[src/rtl/divider_8bit_pkg.sv]
// divider_8bit_pkg: shared state encodings and constants for the restoring divider
package divider_8bit_pkg;
    localparam int DW = 8;
    localparam logic [1:0] S_IDLE = 2'd0;
    localparam logic [1:0] S_CALC = 2'd1;
    localparam logic [1:0] S_FIN  = 2'd2;
    localparam logic [DW-1:0] DIV_ZERO_Q = '1;
    localparam logic DIV_MODE_SIGNED = 1'b1;
endpackage

[src/rtl/divider_8bit_adder.sv]
// divider_8bit_adder: add/subtract adder reused as the divider's trial subtractor
module divider_8bit_adder #(
    parameter int WIDTH = 8
) (
    input  logic [WIDTH-1:0] A,
    input  logic [WIDTH-1:0] B,
    input  logic             Cin,
    input  logic             Add_mode,
    output logic [WIDTH-1:0] Sum,
    output logic             Cout
);
    logic [WIDTH-1:0] b_eff;
    assign b_eff = Add_mode ? B : ~B;
    assign {Cout, Sum} = {1'b0, A} + {1'b0, b_eff} + {{WIDTH{1'b0}}, Cin};
endmodule

[src/rtl/divider_8bit.sv]
// divider_8bit: multi-cycle restoring divider, one quotient bit per clock, unsigned or signed
module divider_8bit
    import divider_8bit_pkg::*;
#(
    parameter int WIDTH = DW
) (
    input  logic             clk,
    input  logic             rst,
    input  logic             start,
    input  logic [WIDTH-1:0] A,
    input  logic [WIDTH-1:0] B,
    input  logic             Div_mode,
    output logic             busy,
    output logic             done,
    output logic [WIDTH-1:0] Quotient,
    output logic [WIDTH-1:0] Remainder,
    output logic             dz_flag,
    output logic             v_flag
);
    localparam int CW = $clog2(WIDTH) + 1;
    logic [1:0] state;
    logic [CW-1:0] count;
    logic [WIDTH-1:0] dvd, dvs, rem, q, a_raw, diff, a_abs, b_abs;
    logic [WIDTH:0] rem_sh;
    logic neg_q, neg_r, dz, ovf, cout, take, signed_in, a_neg, b_neg;
    assign signed_in = Div_mode == DIV_MODE_SIGNED;
    assign a_neg = signed_in & A[WIDTH-1];
    assign b_neg = signed_in & B[WIDTH-1];
    // the most negative value negates to itself, which read unsigned is its exact magnitude
    assign a_abs = a_neg ? -A : A;
    assign b_abs = b_neg ? -B : B;
    assign rem_sh = {rem, dvd[WIDTH-1]};
    assign take = rem_sh[WIDTH] | cout;
    assign busy = state != S_IDLE;
    divider_8bit_adder #(.WIDTH(WIDTH)) u_sub (
        .A(rem_sh[WIDTH-1:0]),
        .B(dvs),
        .Cin(1'b1),
        .Add_mode(1'b0),
        .Sum(diff),
        .Cout(cout)
    );
    always_ff @(posedge clk) begin
        if (rst) begin
            state <= S_IDLE;
            count <= '0;
            dvd <= '0;
            dvs <= '0;
            rem <= '0;
            q <= '0;
            a_raw <= '0;
            neg_q <= 1'b0;
            neg_r <= 1'b0;
            dz <= 1'b0;
            ovf <= 1'b0;
            done <= 1'b0;
            Quotient <= '0;
            Remainder <= '0;
            dz_flag <= 1'b0;
            v_flag <= 1'b0;
        end else begin
            done <= 1'b0;
            if (state == S_IDLE && start) begin
                dvd <= a_abs;
                dvs <= b_abs;
                rem <= '0;
                q <= '0;
                count <= '0;
                a_raw <= A;
                neg_q <= a_neg ^ b_neg;
                neg_r <= a_neg;
                dz <= B == '0;
                ovf <= signed_in && A == {1'b1, {(WIDTH-1){1'b0}}} && B == '1;
                state <= (B == '0) ? S_FIN : S_CALC;
            end else if (state == S_CALC) begin
                rem <= take ? diff : rem_sh[WIDTH-1:0];
                q <= {q[WIDTH-2:0], take};
                dvd <= {dvd[WIDTH-2:0], 1'b0};
                count <= count + CW'(1);
                state <= (count == CW'(WIDTH-1)) ? S_FIN : S_CALC;
            end else if (state == S_FIN) begin
                Quotient <= dz ? DIV_ZERO_Q : (neg_q ? -q : q);
                Remainder <= dz ? a_raw : (neg_r ? -rem : rem);
                dz_flag <= dz;
                v_flag <= ovf;
                done <= 1'b1;
                state <= S_IDLE;
            end else begin
                state <= S_IDLE;
            end
        end
    end
endmodule
[config.mk]
export PLATFORM = sky130hd
export DESIGN_NAME = divider_8bit
export DESIGN_NICKNAME = d
export VERILOG_FILES = /design/src/rtl/divider_8bit_pkg.sv /design/src/rtl/divider_8bit_adder.sv /design/src/rtl/divider_8bit.sv
export SDC_FILE = /design/constraint.sdc
export NUM_CORES = 1
export LEC_CHECK = 0
export CORE_ASPECT_RATIO = 0.6
export CORE_MARGIN = 4
export CORE_UTILIZATION = 50
export CTS_CLUSTER_SIZE = 8
export DETAILED_ROUTE_END_ITERATION = 8
export HOLD_SLACK_MARGIN = 0.1
export PLACE_DENSITY = 0.72
export SETUP_SLACK_MARGIN = 0.02
export SLEW_MARGIN = 20
export SYNTH_ARGS = -nofsm -noshare
export SYNTH_HDL_FRONTEND = slang
export SYNTH_SLANG_ARGS = --single-unit
export TNS_END_PERCENT = 20
[constraint.sdc]
create_clock -name clk -period 5.8 [get_ports clk]
set_input_delay 0.58 -clock clk [delete_from_list [all_inputs] [get_ports clk]]
set_output_delay 0.58 -clock clk [all_outputs]
set_load 0.01 [all_outputs]
After elaboration in Yosys (flattened, before gate mapping):

Cells that the tools add are included.

* magnitude comparators: 0
* shift-type cells: 0
* div/mod/pow operators: 0
* $add $sub $neg: 7
* reduce and logical (&&, ||, !) cells: 10
* eq/ne operators: 5
* bitwise logic cells: 7
* multiplexer cells: 14
* multipliers: 0

Operator list (number)
* $mux 8: 9
* $neg 8->8: 4
* $eq 8x8->1 const B: 2
* $add 8x8->9: 1
* $add 9x1->9 const B: 1
* $logic_not 8->1: 1
* $mux 2: 4
* $not 8->8: 1
* $add 4x1->4 const B: 1
* $eq 4x3->1 const B: 1
* $reduce_bool 2->1: 2
* $logic_and 1x1->1: 3
* $reduce_and 3->1: 1
* $reduce_or 3->1: 1
* $and 1x1->1: 2
* $eq 2x1->1 const B: 1
* $eq 2x2->1 const B: 1
* $logic_not 2->1: 1
* $not 1->1: 2
* $reduce_or 2->1: 1
* $mux 1: 1
* $or 1x1->1: 1
* $xor 1x1->1: 1

* bits in read-only memories: 0
* bits of input ports: 20
* memories kept: 0
* memory bits (writable): 0
* logic and storage cells: 59
* latch bits: 0
* output and inout bits: 20
* flip-flop bits (word level): 69

Depth between registers and ports, before layout:

Gate-level depths: netlist (run 1).

* word-level depth: 5
* mapped depth: 10
* gate-level depth less buffers: 9

Modules after synthesis:

From an unflattened synthesis (run 1), not the netlist that was laid out.

* cells, all modules: 457
* area total of the unflattened synthesis: 3769.9 µm²

Modules (own cells, without submodules)
* divider_8bit: sequential area each 1381.3 µm², area an instance 3352.0 µm², times used 1, cells each 404
* divider_8bit_adder: sequential area each 0.0 µm², area an instance 417.9 µm², times used 1, cells each 53

Worst setup path after synthesis (run 1):

No wires, ideal clock.

* path kind: register to register
* from: register dvd[7]
* to: register rem[6]
* buffers on the path: 1
* period minus slack after synthesis: 1.942 ns
* stages on the path, launching flop included: 10
* setup time: 0.125 ns
* data arrival time: 1.817 ns
* slack: 3.858 ns
* data required time: 5.675 ns
* path through: dfxtp_1 > inv_1 > ha_1 > fa_1 > nand2b_1 > a21oi_2 > a21oi_4 > buf_6 > a32oi_1 > o31ai_1

* word-level cells in the longest chain between the ends: 4

Ends and longest elaborated chain
* start, declared: line divider_8bit.sv:23 `logic [WIDTH-1:0] dvd, dvs, rem, q, a_raw, diff, a_abs, b_abs;`
* start signal, assigned: line divider_8bit.sv:64 `dvd <= a_abs;`
* start signal, assigned: line divider_8bit.sv:78 `dvd <= {dvd[WIDTH-2:0], 1'b0};`
* $add 8x8->9 *: line divider_8bit_adder.sv:14 `assign {Cout, Sum} = {1'b0, A} + {1'b0, b_eff} + {{WIDTH{1'b0}}, Cin};`
* $add 9x1->9 *: line divider_8bit_adder.sv:14
* $or 1x1->1: line divider_8bit.sv:33 `assign take = rem_sh[WIDTH] | cout;`
* $mux 8 *: line divider_8bit.sv:76 `rem <= take ? diff : rem_sh[WIDTH-1:0];`
* end signal, assigned: line divider_8bit.sv:76
* end, declared: line divider_8bit.sv:23

Every way passes the cells marked *; elsewhere a longest branch is shown, timed or not.
A chain may end at the register's enable or synchronous reset.

Worst setup path after layout (run 1):

* from: input rst
* to: register rem[7]

* word-level cells in the longest chain between the ends: 1

Ends and longest elaborated chain
* start, declared: line divider_8bit.sv:8 `input logic rst,`
* $reduce_or 2->1 (no line)

Every way passes these cells.

==> impl_metrics.json, run 1 <==
{
  "worst_ep_arrival_time_ps": 2750,
  "grt_max_degree": 31,
  "postSynthAreaPerCell_um2": 7.770,
  "r2r_startpoint": "rem[0]$_SDFFE_PP0P_",
  "area_growth_syn_to_layout_pct": 19.66,
  "postSynth.asyncResetShare_pct": 0,
  "ctsResizeCount": 0,
  "worst-r2r-setup-slack_ps": 3600,
  "grtUsageMet2_pct": 29.77,
  "cts_tree": "done",
  "first_drt_iteration_drcs": 232,
  "tightest_slew_ps": 1007,
  "finalHoldWorstSlack_ps": 451.8,
  "yosysWarningCount": 0,
  "critical_path.max_fanout": 29,
  "synth_ff_type": "dfxtp_1",
  "worst_r2r_endpoint": "rem[6]$_SDFFE_PP0P_",
  "run_status": "finished, final reports clean",
  "slew_headroom_pct": 32.89,
  "slew_viol_final": 0,
  "critical_path_buf_inv_count": 2,
  "grt_first_pass_wirelength_um": 14180,
  "clk_latency_ps": 330,
  "clkTransAtPathRegs_ps": 50,
  "place_area_mm2": 0.004010,
  "ir_drop_mv": 0.1583,
  "dr_total_vias": 3167,
  "category_of_the_most_critical_setup_path": "input pin to flip-flop",
  "cts.sinks": 69,
  "post-route-util_pct": 63.26,
  "ios": 40,
  "first_global_vias": 2886,
  "mappedNetlistArea_mm2": 0.003621,
  "fin_ws_ps": 3244,
  "postLayoutCellArea_mm2": 0.004333,
  "worst_setup_path_end_kind": "flip-flop",
  "synth_cells": 466,
  "worst-path-stages": 4,
  "buffer_ports.inserted": 39,
  "grt.met1_usage_pct": 29.01,
  "fp.coreArea_mm2": 0.006849,
  "synthesis.nets": 501,
  "setup_skew_after_layout_ps": 7.496,
  "hold_end": "Remainder[6]$_SDFFE_PP0P_",
  "drive_above_1_share_pct": 5.645,
  "cpMaxStageDelayCell": "clkdlybuf4s50_1",
  "detailedPlacementHpwl_um": 6102,
  "layoutNonFillerInstCount": 583,
  "dp.cells": 567,
  "crit_path_max_incr_delay_ps": 1130,
  "layout_min_cycle_time_ps": 2556,
  "insertedDiodeCount": 0,
  "library_cell_occupying_the_most_area_in_the_post_synthesis_netlist": "dfxtp_1",
  "nNetsFinal": 526,
  "postRouteWirelength_um": 8337,
  "firstDrtPassIters": 5,
  "die_h_um": 73.92,
  "synth_edf_count": 0,
  "global_route.peak_usage_layer": "met2",
  "route.antenna.remaining_nets": 0,
  "p_leak_nw": 1.563,
  "number_of_antenna_violations_at_the_first_check_in_global_routing": 0,
  "ys_seq_elements": 69,
  "gpl.final_weighted_congestion": 0.8626,
  "holdCritPathClass": "flip-flop to flip-flop",
  "min-delay-start": "Remainder[6]$_SDFFE_PP0P_",
  "pwr_density_cell_mw_per_mm2": 301.7,
  "timing.final.setup_violations": 0,
  "r2r.worst_path.cells": 8,
  "worst-endpoint-required_ps": 6000,
  "gr-total-overflow": 0,
  "starting_density_pct": 52.87,
  "ctsLongestPathBuffers": 2,
  "hold_buffers": 0,
  "track_usage_pct": 20.57,
  "cts_setup_buffers": 0,
  "hold-path-cell-count": 2,
  "synth.area.top_cells": "dfxtp_1 38%, nand2_1 9.4%, a21oi_1 6.2%",
  "synth_cell_type_count": 53,
  "dieWidth_um": 117.9,
  "final_min_period_over_clock_period_pct": 44.07,
  "cts.htree.levels": 3,
  "crit_chain": "clkdlybuf4s50_1, buf_4, nand2b_1, o22ai_1",
  "sequential_fraction_of_the_synthesis_area_pct": 38.15,
  "met3_demand_to_capacity_share_in_global_routing_pct": 6.231,
  "maxcap_violations": 0,
  "unrepaired_setup_endpoints_after_global_routing": "false",
  "detail_route.wl_per_cell_um": 14.30,
  "drt_drc_violations_left": 0,
  "design_power_total_mw": 1.307,
  "setup_tns_ps": 0,
  "achievable-frequency_mhz": 391.2,
  "final_hold_viol_count": 0,
  "post_drt_via_cell_ratio": 5.432,
  "dieArea_mm2": 0.008713,
  "cts_buffers": 9,
  "post_place_setup_slack_ps": 2891,
  "setup.worst_path.start_class": "input pin",
  "cell_class_contributing_the_biggest_share_of_worst_path_delay": "buffers and inverters",
  "synth_top_cell_area_share_pct": 38.15,
  "row_cnt": 23,
  "root_buffer": "clkbuf_16"
}
-- logic make-up (layout without fill, tap and decap cells) --
family | after synthesis | count (layout) | share of synthesized area, %
buffers and inverters | 46 | 76 | 5.528
XOR/XNOR | 29 | 29 | 7.014
adder cells (fa/ha/maj) | 15 | 15 | 5.391
multiplexers | 3 | 3 | 0.8293
AND/OR/NAND/NOR | 199 | 199 | 24.40
flip-flops | 69 | 69 | 38.15
AO/OA/AOI/OAI | 105 | 105 | 18.69
-- metal layers --
layer	routed length, um	part of all wire (%)
met2	3326	40
met4	79	0.95
met3	567	6.8
met1	4363	52
met5	0	0
-- registers in the layout, summed over array words and instances (netlist names), 4 cells and up --
register / count
dvs: 8
q: 8
Remainder: 8
count: 4
rem: 8
Quotient: 8
dvd: 8
a_raw: 8
-- cell type report --
type	count	area, um^2
inverters	18	67.56
flip-flops and latches	69	1381
clock inverters	2	38.79
repair buffers	42	412.9
well taps	87	108.9
clock buffers	14	284.0
multi-input cells	351	2039
fillers	636	2516
-- Yosys cell counts (2+ instances only) --
cell and n:
a211oi_1 9, a21boi_0 3, a21o_1 2, a21oi_1 45
a311oi_1 7, a31oi_1 3, a32oi_1 2, buf_1 4
buf_2 9, buf_6 2, clkbuf_1 12, dfxtp_1 69
ha_1 14, inv_1 18, mux2i_1 3, nand2_1 91
nand2b_1 9, nand3_1 6, nand3b_1 2, nand4_1 3
nor2_1 45, nor2b_1 5, nor3_1 25, o21ai_0 16
o21ai_1 2, o31ai_1 5, or3_1 2, xnor2_1 18
xor2_1 11
-- worst min-delay path, delay by kind of cell, from the launching register on --
| family | cells | cell delay [ps] |
|---|---|---|
| simple gates | 1 | 50 |
| flops | 1 | 300 |
| compound gates | 1 | 50 |
-- worst max path at each step --
| stage | end | slack (ps) | from |
|---|---|---|---|
| finish | rem[7]$_SDFFE_PP0P_ | 3240 | rst |
| CTS | rem[7]$_SDFFE_PP0P_ | 3250 | rst |
| global placement | rem[7]$_SDFFE_PP0P_ | 2910 | rst |
| detailed placement | rem[7]$_SDFFE_PP0P_ | 2890 | rst |
| global route | rem[7]$_SDFFE_PP0P_ | 3080 | rst |
| floorplan | rem[6]$_SDFFE_PP0P_ | 3860 | dvd[7]$_SDFFE_PP0P_ |
-- placed cells by master, fill, tap and decap left out, types with 9 or more instances in the layout --
master and count:
inv_1 18, xnor2_1 18, clkdlybuf4s50_1 39, nand2_1 91, ha_1 14, nor2_1 45, clkbuf_16 9, a211oi_1 9
a21oi_1 45, dfxtp_1 69, o21ai_0 16, nand2b_1 9, xor2_1 11, nor3_1 25
-- report_power, final --
group	switching [mW]	internal [mW]
Combinational	0.129	0.0877
Sequential	0.0196	0.494
Clock	0.196	0.380
Note: power is estimated with default switching activity, not from simulation.
==> run 2, diff against run 1 <==
==> constraint.sdc (replaced) <==
create_clock -name clk -period 2.65 [get_ports clk]
set_input_delay 0.265 -clock clk [delete_from_list [all_inputs] [get_ports clk]]
set_output_delay 0.265 -clock clk [all_outputs]
set_load 0.01 [all_outputs]
==> run 2 against run 1 <==
Effect of this change: worst hold slack better by 5.9 ps; total power is 120% higher; cell area is 0.46% higher; global-route usage is 0.31 points higher; largest cell class unchanged; flip-flop and latch count stayed put; die area stayed put; worst setup slack worse by 2800 ps; critical path depth is 4 higher; routed wire length is 3.5% higher; clock skew is 2.4 ps lower.
==> impl_metrics.json, run 2 (synthesized netlist as in run 1, its figures left out) <==
{
  "run_status": "finished, final reports clean",
  "gr-total-overflow": 0,
  "worst-endpoint-required_ps": 2930,
  "r2r_startpoint": "rem[0]$_SDFFE_PP0P_",
  "ios": 40,
  "buffer_ports.inserted": 39,
  "tightest_slew_ps": 926.3,
  "final_hold_viol_count": 0,
  "worstSetupEndpoint": "rem[5]$_SDFFE_PP0P_",
  "hold_buffers": 0,
  "setup_tns_ps": 0,
  "slew_headroom_pct": 37.77,
  "most-common-layout-cells": "91 x nand2_1, 69 x dfxtp_1, 45 x nor2_1, 45 x a21oi_1, 39 x clkdlybuf4s50_1",
  "grt_max_degree": 30,
  "nNetsFinal": 530,
  "unrepaired_setup_endpoints_after_global_routing": "false",
  "route.antenna.remaining_nets": 0,
  "postLayoutCellArea_mm2": 0.004353,
  "place_area_mm2": 0.004040,
  "r2r.worst_path.cells": 8,
  "cts_setup_buffers": 0,
  "number_of_antenna_violations_at_the_first_check_in_global_routing": 0,
  "fin_ws_ps": 482.7,
  "post_drt_via_cell_ratio": 5.470,
  "die_h_um": 73.92,
  "maxcap_violations": 0,
  "grt_first_pass_wirelength_um": 14570,
  "dieArea_mm2": 0.008713,
  "combinationalPowerShare_pct": 17.0,
  "setup.worst_path.start": "rem[0]$_SDFFE_PP0P_",
  "seq_power_share_pct": 39.6,
  "worst-r2r-setup-slack_ps": 480,
  "detail_route.wl_per_cell_um": 14.70,
  "power.share.switching_pct": 26.84,
  "p_leak_nw": 1.574,
  "achievable-frequency_mhz": 461.4,
  "post_place_setup_slack_ps": 502.3,
  "cts.sinks": 69,
  "multi_input_area_mm2": 0.002039,
  "setup.worst_path.start_class": "flip-flop",
  "p_int_mw": 2.083,
  "ctsLongestPathBuffers": 2,
  "pwr_density_cell_mw_per_mm2": 654.1,
  "area_growth_syn_to_layout_pct": 20.21,
  "holdCritPathClass": "flip-flop to flip-flop",
  "row_cnt": 23,
  "finalHoldWorstSlack_ps": 457.7,
  "root_buffer": "clkbuf_16",
  "slew_viol_final": 0,
  "power.share.clock_pct": 43.4,
  "drive_above_1_share_pct": 6.400,
  "insertedDiodeCount": 0,
  "track_usage_pct": 20.88,
  "firstDrtPassIters": 5,
  "ff_latch_area_mm2": 0.001381,
  "switching_power_uw": 764.1,
  "worst_setup_path_end_kind": "flip-flop",
  "final_min_period_over_clock_period_pct": 81.78,
  "setup_skew_after_layout_ps": 5.056,
  "ctsResizeCount": 0,
  "postRouteWirelength_um": 8629,
  "cts_buffers": 9,
  "layout.filler_cells": 622,
  "most_common_cell_after_layout_fill_and_taps_aside": "nand2_1",
  "cts_tree": "done",
  "gpl.final_weighted_congestion": 0.8967,
  "starting_density_pct": 52.87,
  "first_drt_iteration_drcs": 230,
  "worst_r2r_endpoint": "rem[5]$_SDFFE_PP0P_",
  "dr_total_vias": 3211,
  "layout_min_cycle_time_ps": 2167,
  "critical_path.max_fanout": 16,
  "detailedPlacementHpwl_um": 6223,
  "drt_drc_violations_left": 0,
  "timing.final.setup_violations": 0,
  "fp.coreArea_mm2": 0.006849,
  "ir_drop_mv": 0.3336,
  "worst_ep_arrival_time_ps": 2440,
  "dieWidth_um": 117.9,
  "clkTransAtPathRegs_ps": 60,
  "cts.htree.levels": 3,
  "category_of_the_most_critical_setup_path": "flip-flop to flip-flop",
  "clk_latency_ps": 330,
  "first_global_vias": 2942
}
[run 2: final cells by class]
| class | instances | area share (%) |
|---|---|---|
| clock buffer | 13 | 6.209 |
| sequential | 69 | 31.73 |
| multi-input combinational | 351 | 46.85 |
| tap | 87 | 2.501 |
| inverter | 18 | 1.552 |
| timing repair buffer | 46 | 10.18 |
| clock inverter | 3 | 0.9773 |
[run 2: power by group through the flow]
| stage | clock network (mW) | registers, mW | logic [mW] |
|---|---|---|---|
| after detailed placement | 0 | 1.15 | 0.475 |
| after floorplan | 0 | 1.13 | 0.374 |
| after global routing | 1.30 | 1.13 | 0.539 |
| after CTS | 1.26 | 1.13 | 0.478 |
| final | 1.24 | 1.13 | 0.484 |
| after global placement | 0 | 1.15 | 0.463 |
[run 2: worst min path at each step]
stage	slack, ps	cells past startpoint	end	from
floorplan	400	2	a_raw[1]$_SDFFE_PP0P_	A[1]
global placement	440	2	dz_flag$_SDFFE_PP0P_	dz_flag$_SDFFE_PP0P_
detailed placement	450	2	a_raw[7]$_SDFFE_PP0P_	a_raw[7]$_SDFFE_PP0P_
CTS	460	2	a_raw[7]$_SDFFE_PP0P_	a_raw[7]$_SDFFE_PP0P_
global route	480	2	Remainder[1]$_SDFFE_PP0P_	Remainder[1]$_SDFFE_PP0P_
finish	460	2	Remainder[7]$_SDFFE_PP0P_	Remainder[7]$_SDFFE_PP0P_
[run 2: metrics by stage]
step           cells  utilization [%]  total power [mW]
2_1_floorplan    466                -             1.504
6_report         587            63.55             2.847
3_3_place_gp     571            58.99             1.610
4_1_cts          587            63.55             2.860
3_5_place_dp     571            58.99             1.623
5_1_grt          587            63.55             2.974
[run 2: layer usage]
metal / vias up / global-route usage, % / part of all wire (%)
li1: 1656 / - / -
met1: 1421 / 29.84 / 52
met2: 124 / 30.15 / 39
met3: 10 / 5.615 / 7.1
met4: 0 / 8.182 / 1.3
met5: - / 0 / 0
[run 2: worst max-delay path, cell delays in order (launching register included)]
cell and delay (ps):
dfxtp_1 480, inv_1 130, fa_1 440, nand2b_1 170
a21oi_2 240, a21oi_4 180, nor4b_1 340, a21oi_1 70
nand2_1 60
